`src/rtl/kogge_stone_adder_8_if.sv`:
```
// Operand/result bundle for the 8-bit Kogge-Stone adder.
// The master drives the operands and the slave returns the registered result.
interface kogge_stone_adder_8_if;
  logic [7:0] in1;
  logic [7:0] in2;
  logic       cin;
  logic [7:0] sum;
  logic       cout;

  modport master (output in1, output in2, output cin, input  sum, input  cout);
  modport slave  (input  in1, input  in2, input  cin, output sum, output cout);
endinterface

```
`src/rtl/kogge_stone_adder_8.sv`:
```
// 8-bit parallel-prefix adder with a 3-level Kogge-Stone carry network.
// The sum and carry-out are registered, so the result appears one cycle after the operands.
module kogge_stone_adder_8 (
  input  logic                   clk,
  input  logic                   rst_n,
  kogge_stone_adder_8_if.slave   bus
);
  localparam int unsigned W      = 8;
  localparam int unsigned LEVELS = 3;

  logic [W-1:0]              g;
  logic [W-1:0]              p;
  logic [LEVELS:0][W-1:0]    gl;
  logic [LEVELS:0][W-1:0]    pl;
  logic [W:0]                carry_c;
  logic [W-1:0]              sum_c;
  logic                      cout_c;

  assign g = bus.in1 & bus.in2;
  assign p = bus.in1 ^ bus.in2;

  // Prefix tree; cin enters as position -1 (G=cin, P=0) and is folded into node 0.
  always_comb begin
    gl = '0;
    pl = '0;
    gl[0]    = g;
    pl[0]    = p;
    gl[0][0] = g[0] | (p[0] & bus.cin);
    pl[0][0] = 1'b0;
    for (int k = 1; k <= int'(LEVELS); k++) begin
      for (int i = 0; i < int'(W); i++) begin
        if (i >= (1 << (k - 1))) begin
          gl[k][i] = gl[k-1][i] | (pl[k-1][i] & gl[k-1][i - (1 << (k - 1))]);
          pl[k][i] = pl[k-1][i] & pl[k-1][i - (1 << (k - 1))];
        end else begin
          gl[k][i] = gl[k-1][i];
          pl[k][i] = pl[k-1][i];
        end
      end
    end
  end

  assign carry_c = {gl[LEVELS], bus.cin};
  assign sum_c   = p ^ carry_c[W-1:0];
  assign cout_c  = carry_c[W];

  always_ff @(posedge clk or negedge rst_n) begin
    if (!rst_n) begin
      bus.sum  <= '0;
      bus.cout <= 1'b0;
    end else begin
      bus.sum  <= sum_c;
      bus.cout <= cout_c;
    end
  end
endmodule

```
`src/flat_wrapper.sv`:
```
// flat-port wrapper written by rule: the top's interface ports become plain ports
module kogge_stone_adder_8_flat 
  (clk, rst_n, bus_in1, bus_in2, bus_cin, bus_sum, bus_cout);
  kogge_stone_adder_8_if bus_i ();
  input  logic clk;
  input  logic rst_n;
  input wire logic [$bits(bus_i.in1)-1:0] bus_in1;
  input wire logic [$bits(bus_i.in2)-1:0] bus_in2;
  input wire logic [$bits(bus_i.cin)-1:0] bus_cin;
  output wire logic [$bits(bus_i.sum)-1:0] bus_sum;
  output wire logic [$bits(bus_i.cout)-1:0] bus_cout;
  assign bus_i.in1 = bus_in1;
  assign bus_i.in2 = bus_in2;
  assign bus_i.cin = bus_cin;
  assign bus_sum = bus_i.sum;
  assign bus_cout = bus_i.cout;
  kogge_stone_adder_8 u_core (.clk(clk), .rst_n(rst_n), .bus(bus_i));
endmodule
```
`config.mk`:
```
export PLATFORM = sky130hd
export DESIGN_NAME = kogge_stone_adder_8_flat
export DESIGN_NICKNAME = d
export VERILOG_FILES = /design/src/rtl/kogge_stone_adder_8_if.sv /design/src/rtl/kogge_stone_adder_8.sv /design/src/flat_wrapper.sv
export SDC_FILE = /design/constraint.sdc
export NUM_CORES = 1
export LEC_CHECK = 0
export BUFFER_PORTS_ARGS = -buffer_cell sky130_fd_sc_hd__buf_2
export CORE_MARGIN = 2
export CORE_UTILIZATION = 35
export CTS_CLUSTER_SIZE = 12
export DETAILED_ROUTE_END_ITERATION = 12
export GPL_TIMING_DRIVEN = 0
export PLACE_DENSITY = 0.6
export SYNTH_ARGS = -nofsm -noshare
export SYNTH_HDL_FRONTEND = slang
export SYNTH_SLANG_ARGS = --single-unit
```
`constraint.sdc`:
```
create_clock -name clk -period 1.3 [get_ports clk]
set_clock_uncertainty 0.2 [all_clocks]
set_input_delay 0.26 -clock clk [delete_from_list [all_inputs] [get_ports clk]]
set_output_delay 0.26 -clock clk [all_outputs]
set_load 0.01 [all_outputs]
```
==> results of run 1 <==
final cells by class:
class,count,share of cell area
tap,16,0.0246
multi-input combinational,35,0.425
clock buffer,4,0.0323
sequential,9,0.277
timing repair buffer,31,0.214
inverter,6,0.0277
cell usage after synthesis (all sizes together):
library cell / n
dfrtp: 9
ha: 7
inv: 6
xnor2: 5
a21oi: 4
a211oi: 2
fa: 2
nand2: 2
nor2: 2
o21ai: 2
or3: 2
a21boi: 1
and2b: 1
nand3b: 1
nor2b: 1
o21a: 1
o22ai: 1
xor2: 1
state kept, by name, summed over array words and instances (netlist names):
signal and count:
u_core.bus.sum 8, u_core.bus.cout 1
what timing repair did:
| item | in CTS | in global routing |
|---|---|---|
| pin swaps | 8 | 3 |
| hold buffers | 1 | 0 |
| setup buffers | 2 | 1 |
| endpoints found under the setup margin | 7 | 8 |
| endpoints found under the hold margin | 9 | 0 |
| resized for setup | 5 | 2 |
cells by family (layout without fill, tap and decap cells):
| family | Yosys count | count (layout) |
|---|---|---|
| XOR/XNOR | 6 | 6 |
| AND/OR/NAND/NOR | 9 | 9 |
| buffers and inverters | 6 | 41 |
| adder cells (fa/ha/maj) | 9 | 9 |
| AO/OA/AOI/OAI | 11 | 11 |
| flip-flops | 9 | 9 |
how the worst max path moves through the flow:
stage | from | to | slack (ns) | cells after the start
3_5_place_dp | bus_cin | u_core.bus.sum[6] | -0.66 | 9
3_3_place_gp | bus_cin | u_core.bus.sum[6] | -0.65 | 9
4_1_cts | bus_cin | u_core.bus.cout | -0.32 | 9
6_report | bus_cin | u_core.bus.cout | -0.33 | 9
5_1_grt | bus_cin | u_core.bus.sum[6] | -0.39 | 9
2_1_floorplan | bus_cin | u_core.bus.sum[6] | -0.46 | 8
stage by stage:
| stage | instances | setup slack [ns] | TNS [ns] | power, mW |
|---|---|---|---|---|
| after floorplan | 50 | -0.460 | -2.01 | 0.523 |
| after global placement | 93 | -0.654 | -3.51 | 0.626 |
| after detailed placement | 93 | -0.657 | -3.62 | 0.629 |
| after CTS | 100 | -0.325 | -1.39 | 0.859 |
| after global routing | 101 | -0.392 | -2.07 | 0.918 |
| final | 101 | -0.326 | -1.72 | 0.856 |
critical path: stages:
cell and delay [ns]:
buf_6 0.09, fa_2 0.39, inv_2 0.06, fa_2 0.22, nor2b_4 0.04, o21ai_2 0.14, a21oi_2 0.09, a211oi_1 0.20
a21oi_1 0.06
routing by layer:
layer | vias up | wire [µm] | track usage
met5 | - | 0 | 0
met4 | 0 | 19 | 0.109
met3 | 2 | 48 | 0.0122
met2 | 17 | 510 | 0.185
met1 | 206 | 391 | 0.138
li1 | 239 | - | -
power groups by stage:
| stage | sequential (mW) | clock, mW | combinational [mW] |
|---|---|---|---|
| after floorplan | 0.385 | 0 | 0.138 |
| final | 0.344 | 0.205 | 0.308 |
| after CTS | 0.344 | 0.217 | 0.298 |
| after global placement | 0.349 | 0 | 0.277 |
| after global routing | 0.348 | 0.226 | 0.344 |
| after detailed placement | 0.349 | 0 | 0.280 |
==> run metrics, run 1 <==
area of the die=around 0.0019 mm²; Diodes inserted=0; cell count after synthesis=50; Die Wd=44.2 µm; Startpoint Class=input port; Num CTS Buffers=3; initial core utilization=0.375; leakage power=between 0.4 and 0.5 nW; first-pass GRT wire length=1.67 mm; hold_sp=bus_cin; Finished Core Util=0.540; final worst setup slack=-0.326 ns; Core Region=0.00151 mm²; fin. max-slew vios=0; Final Critical Period=1.63 ns; fin crit share=1.25; CTS tree=yes; WHS Path Cells=2; Area Growth Syn to Fin=44.1%; Routed Antenna Nets=0; Logic pwr share=0.359; Fin Hold WS=0.0995 ns; row count=14; worst hold path class=in -> reg; Worst Max-Slew Pin Slew=0.185 ns; Die Y=44.2 µm; Sequential Area=225 µm²; nets=~110; multiplexer share of the synthesized area=0; Worst Setup End Kind=flip-flop; Avg WL per Cell=9.59 µm; Synth top area share=0.399; Power Dens Cells=1050 mW/mm²; DR vias/cell=4.59; Synth cell types=21; synthesized area per cell=11.3 µm²; Detailed Route WL=969 µm; Adder-Cell Fraction of Synth Area=0.226; DP Area=~720 µm²; fmax=615 MHz; xor/xnor cell area share of the yosys netlist=0.0931; DRC Markers=0; Seq/Total Area, Yosys=0.399; Pint=approximately 610 µW; largest net degree at the start of global routing=10; Worst Hold End=u_core.bus.sum[0]; routability cong.=0.672; final number of setup-violating endpoints=6; maxcap violations=0; post-synth design cell area=564 µm²; total grt overflow=0; post-synthesis compound-gate area fraction=0.140; IO Port Bufs=27; vias in the first global route=424; CTS max path bufs=2; area taken by multi-input logic gates=345 µm²; CTS root buf=clkbuf_4; CP Max Fanout=2; worst vdd ir=approximately 0.40 mV; Final Cell Area=around 810 µm²; Yosys Warn Count=0; clock power share=0.239; DRT Pass-1 Iters=2; synth top area cells=dfrtp_1 (40%), ha_1 (16%), xnor2_1 (7.8%); kind of critical path=in -> reg; switching share of power=0.289; P_sw=247 µW; Iteration-0 DRC Markers=2; Sinks on Clock Net=9; main combinational cell family by area after synthesis=adder cells; routed via count=464; H-tree depth=1; cell taking the most area after synthesis=dfrtp_1; share of post-route cells with drive strength above 1=0.529; GRT Total Usage=0.117; syn_nets=78; RSZ-0062 raised after global routing=yes; relative slew slack=0.876; Seq pwr share=0.401; Seq cells post-synth=9; status=finished, violations left; Synth Area in Simple Gates=0.102; initial antenna violation count=0; HPWL after detailed placement=798 µm; # IOs=28; failing checks=negative setup slack; clock transition at the registers of the reported paths=0.06 ns; Fin. Hold Viols=0; Filler Cells Inserted=136; arrival time worst endpoint=1.56 ns; Critical Path RT=1.23 ns; commonest non-fill, non-tap cell in the layout=buf_2; most frequent cells in the layout=buf_2 (26), dfrtp_1 (9), ha_1 (7), inv_1 (5), xnor2_1 (5)
(Power assumes the default switching activity.)
==> run 2, diff against run 1 <==
--- a/config.mk
+++ b/config.mk
@@ -7,10 +7,10 @@
 export LEC_CHECK = 0
 export BUFFER_PORTS_ARGS = -buffer_cell sky130_fd_sc_hd__buf_2
-export CORE_MARGIN = 2
-export CORE_UTILIZATION = 35
-export CTS_CLUSTER_SIZE = 12
+export CORE_AREA = 2 2 39 41
+export CTS_CLUSTER_SIZE = 24
 export DETAILED_ROUTE_END_ITERATION = 12
+export DIE_AREA = 0 0 41 43
 export GPL_TIMING_DRIVEN = 0
-export PLACE_DENSITY = 0.6
+export PLACE_DENSITY = 0.71
 export SYNTH_ARGS = -nofsm -noshare
 export SYNTH_HDL_FRONTEND = slang
==> constraint.sdc (replaced) <==
create_clock -name clk -period 1.3 [get_ports clk]
set_clock_uncertainty 0.2 [all_clocks]
set_input_delay 0.26 -clock clk [delete_from_list [all_inputs] [get_ports clk]]
set_output_delay 0.26 -clock clk [all_outputs]
set_load 0.005 [all_outputs]
==> run metrics, run 2 (synthesis results as in run 1) <==
hold_sp=bus_cin (unchanged); arrival time worst endpoint=1.65 ns (was 1.56 ns); WP depth=9 (unchanged); CP Max Fanout=2 (unchanged); kind of critical path=in -> reg (unchanged); crit path cell chain=buf_6 -> fa_2 -> inv_2 -> fa_2 -> nor2b_4 -> o21ai_2 -> a21oi_2 -> a211oi_2 -> xnor2_1 (was buf_6 -> fa_2 -> inv_2 -> fa_2 -> nor2b_4 -> o21ai_2 -> a21oi_2 -> a211oi_1 -> a21oi_1); share of post-route cells with drive strength above 1=0.565 (was 0.529); initial antenna violation count=0 (unchanged); Worst Setup End Kind=flip-flop (unchanged); CTS tree=yes (unchanged); final number of setup-violating endpoints=6 (unchanged); final worst setup slack=-0.374 ns (was -0.326 ns); most frequent CP cell=fa_2 (unchanged); maxcap violations=0 (unchanged); clock transition at the registers of the reported paths=0.06 ns (about the same); Routed Antenna Nets=0 (unchanged); largest register by flop count=u_core.bus.sum (unchanged); crit path from=bus_cin (unchanged); Iteration-0 DRC Markers=1 (was 2); row count=14 (unchanged); Die Wd=41 µm (was 44.2 µm); Fin Hold WS=0.0953 ns (was 0.0995 ns); worst path bufs/invs=2 (unchanged); CP max-delay cell=fa_2 (unchanged); CTS root buf=clkbuf_4 (unchanged); fmax=597 MHz (was 615 MHz); Power Dens Cells=1020 mW/mm² (was 1050 mW/mm²); first-pass GRT wire length=1.65 mm (was 1.67 mm); Startpoint Class=input port (unchanged); fin. max-slew vios=0 (unchanged); Regs by FF count=u_core.bus.sum x8, u_core.bus.cout x1 (unchanged); Fin. Hold Viols=0 (unchanged); relative slew slack=0.860 (was 0.876); total grt overflow=0 (unchanged); Diodes inserted=0 (unchanged); CP max stage delay=0.40 ns (was 0.39 ns); HPWL after detailed placement=801 µm (was 798 µm); Filler Cells Inserted=124 (was 136); status=finished, violations left (unchanged); leakage power=0.417 nW (was 0.412 nW); Avg WL per Cell=10.1 µm (was 9.59 µm); H-tree depth=1 (unchanged); area of the die=0.00176 mm² (was 0.00195 mm²); DR vias/cell=4.79 (was 4.59); vias in the first global route=438 (was 424); Num CTS Buffers=3 (unchanged); Largest delay share family, worst path=adder cells (unchanged); failing checks=negative setup slack (unchanged); worst vdd ir=0.368 mV (was 0.396 mV); Sequential Area=225 µm² (unchanged); Power Total=845 µW (was 856 µW); initial core utilization=0.408 (was 0.375); GRT Total Usage=0.139 (was 0.117); DRT Pass-1 Iters=4 (was 2); WHS Path Cells=2 (unchanged); # IOs=28 (unchanged); commonest non-fill, non-tap cell in the layout=buf_2 (unchanged); routability cong.=0.743 (was 0.672); IO Port Bufs=27 (unchanged); fin crit share=1.29 (was 1.25); routed via count=484 (was 464); largest net degree at the start of global routing=10 (unchanged); Worst Max-Slew Pin Slew=0.209 ns (was 0.185 ns); RSZ-0062 raised after global routing=yes (unchanged); nets=114 (unchanged); CTS max path bufs=2 (unchanged); Sinks on Clock Net=9 (unchanged); most frequent cells in the layout=buf_2 (26), dfrtp_1 (9), ha_1 (7), inv_1 (5), xnor2_1 (5) (unchanged); Worst Hold End=u_core.bus.sum[0] (unchanged); Final Critical Period=1.67 ns (was 1.63 ns); area taken by multi-input logic gates=353 µm² (was 345 µm²); worst hold path class=in -> reg (unchanged); Largest register FFs=8 (unchanged); Critical Path RT=1.27 ns (was 1.23 ns); DRC Markers=0 (unchanged); Final TNS setup=-1.72 ns (about the same); Die Y=43 µm (was 44.2 µm); Core Region=0.00138 mm² (was 0.00151 mm²); Detailed Route WL=1.02 mm (was 969 µm); Area Growth Syn to Fin=46.3% (was 44.1%)
run 2: worst max path at each step:
stage	endpoint	slack (ns)
after floorplan	u_core.bus.sum[6]	-0.46
after global placement	u_core.bus.sum[6]	-0.64
after detailed placement	u_core.bus.sum[6]	-0.66
after CTS	u_core.bus.cout	-0.34
after global routing	u_core.bus.sum[6]	-0.41
final	u_core.bus.sum[6]	-0.37
run 2: where the power goes:
group	internal [mW]	switching (mW)
registers	0.334	0.00990
clock network	0.113	0.0942
logic	0.161	0.134
run 2: layout make-up:
cell class              count  share of cell area
clock buffers               3              0.0273
clock inverters             1             0.00606
inverters                   6              0.0273
multi-input cells          35               0.427
flip-flops and latches      9               0.273
well taps                  16              0.0242
repair buffers             31               0.215
run 2: what timing repair did:
action                                 4_1_cts  5_1_grt
endpoints found under the hold margin        9        0
setup buffers                                3        1
resized for setup                            7        4
setup endpoints to repair                    6        7
hold buffers                                 1        0
pin swaps                                    6        5
run 2: metrics by stage:
| stage | utilization | instance area [µm²] | cells | worst slack [ns] |
|---|---|---|---|---|
| 2_1_floorplan | - | 569 | 50 | -0.460 |
| 5_1_grt | 0.597 | 826 | 101 | -0.415 |
| 3_3_place_gp | 0.524 | 724 | 93 | -0.644 |
| 4_1_cts | 0.586 | 811 | 101 | -0.338 |
| 6_report | 0.597 | 826 | 101 | -0.374 |
| 3_5_place_dp | 0.524 | 724 | 93 | -0.658 |
run 2: per-layer routing:
layer	track usage	vias to the layer above	part of all wire
met3	0.0157	2	0.071
met4	0.100	0	0.0098
met2	0.238	15	0.53
li1	-	238	-
met1	0.142	229	0.39
met5	0	-	0
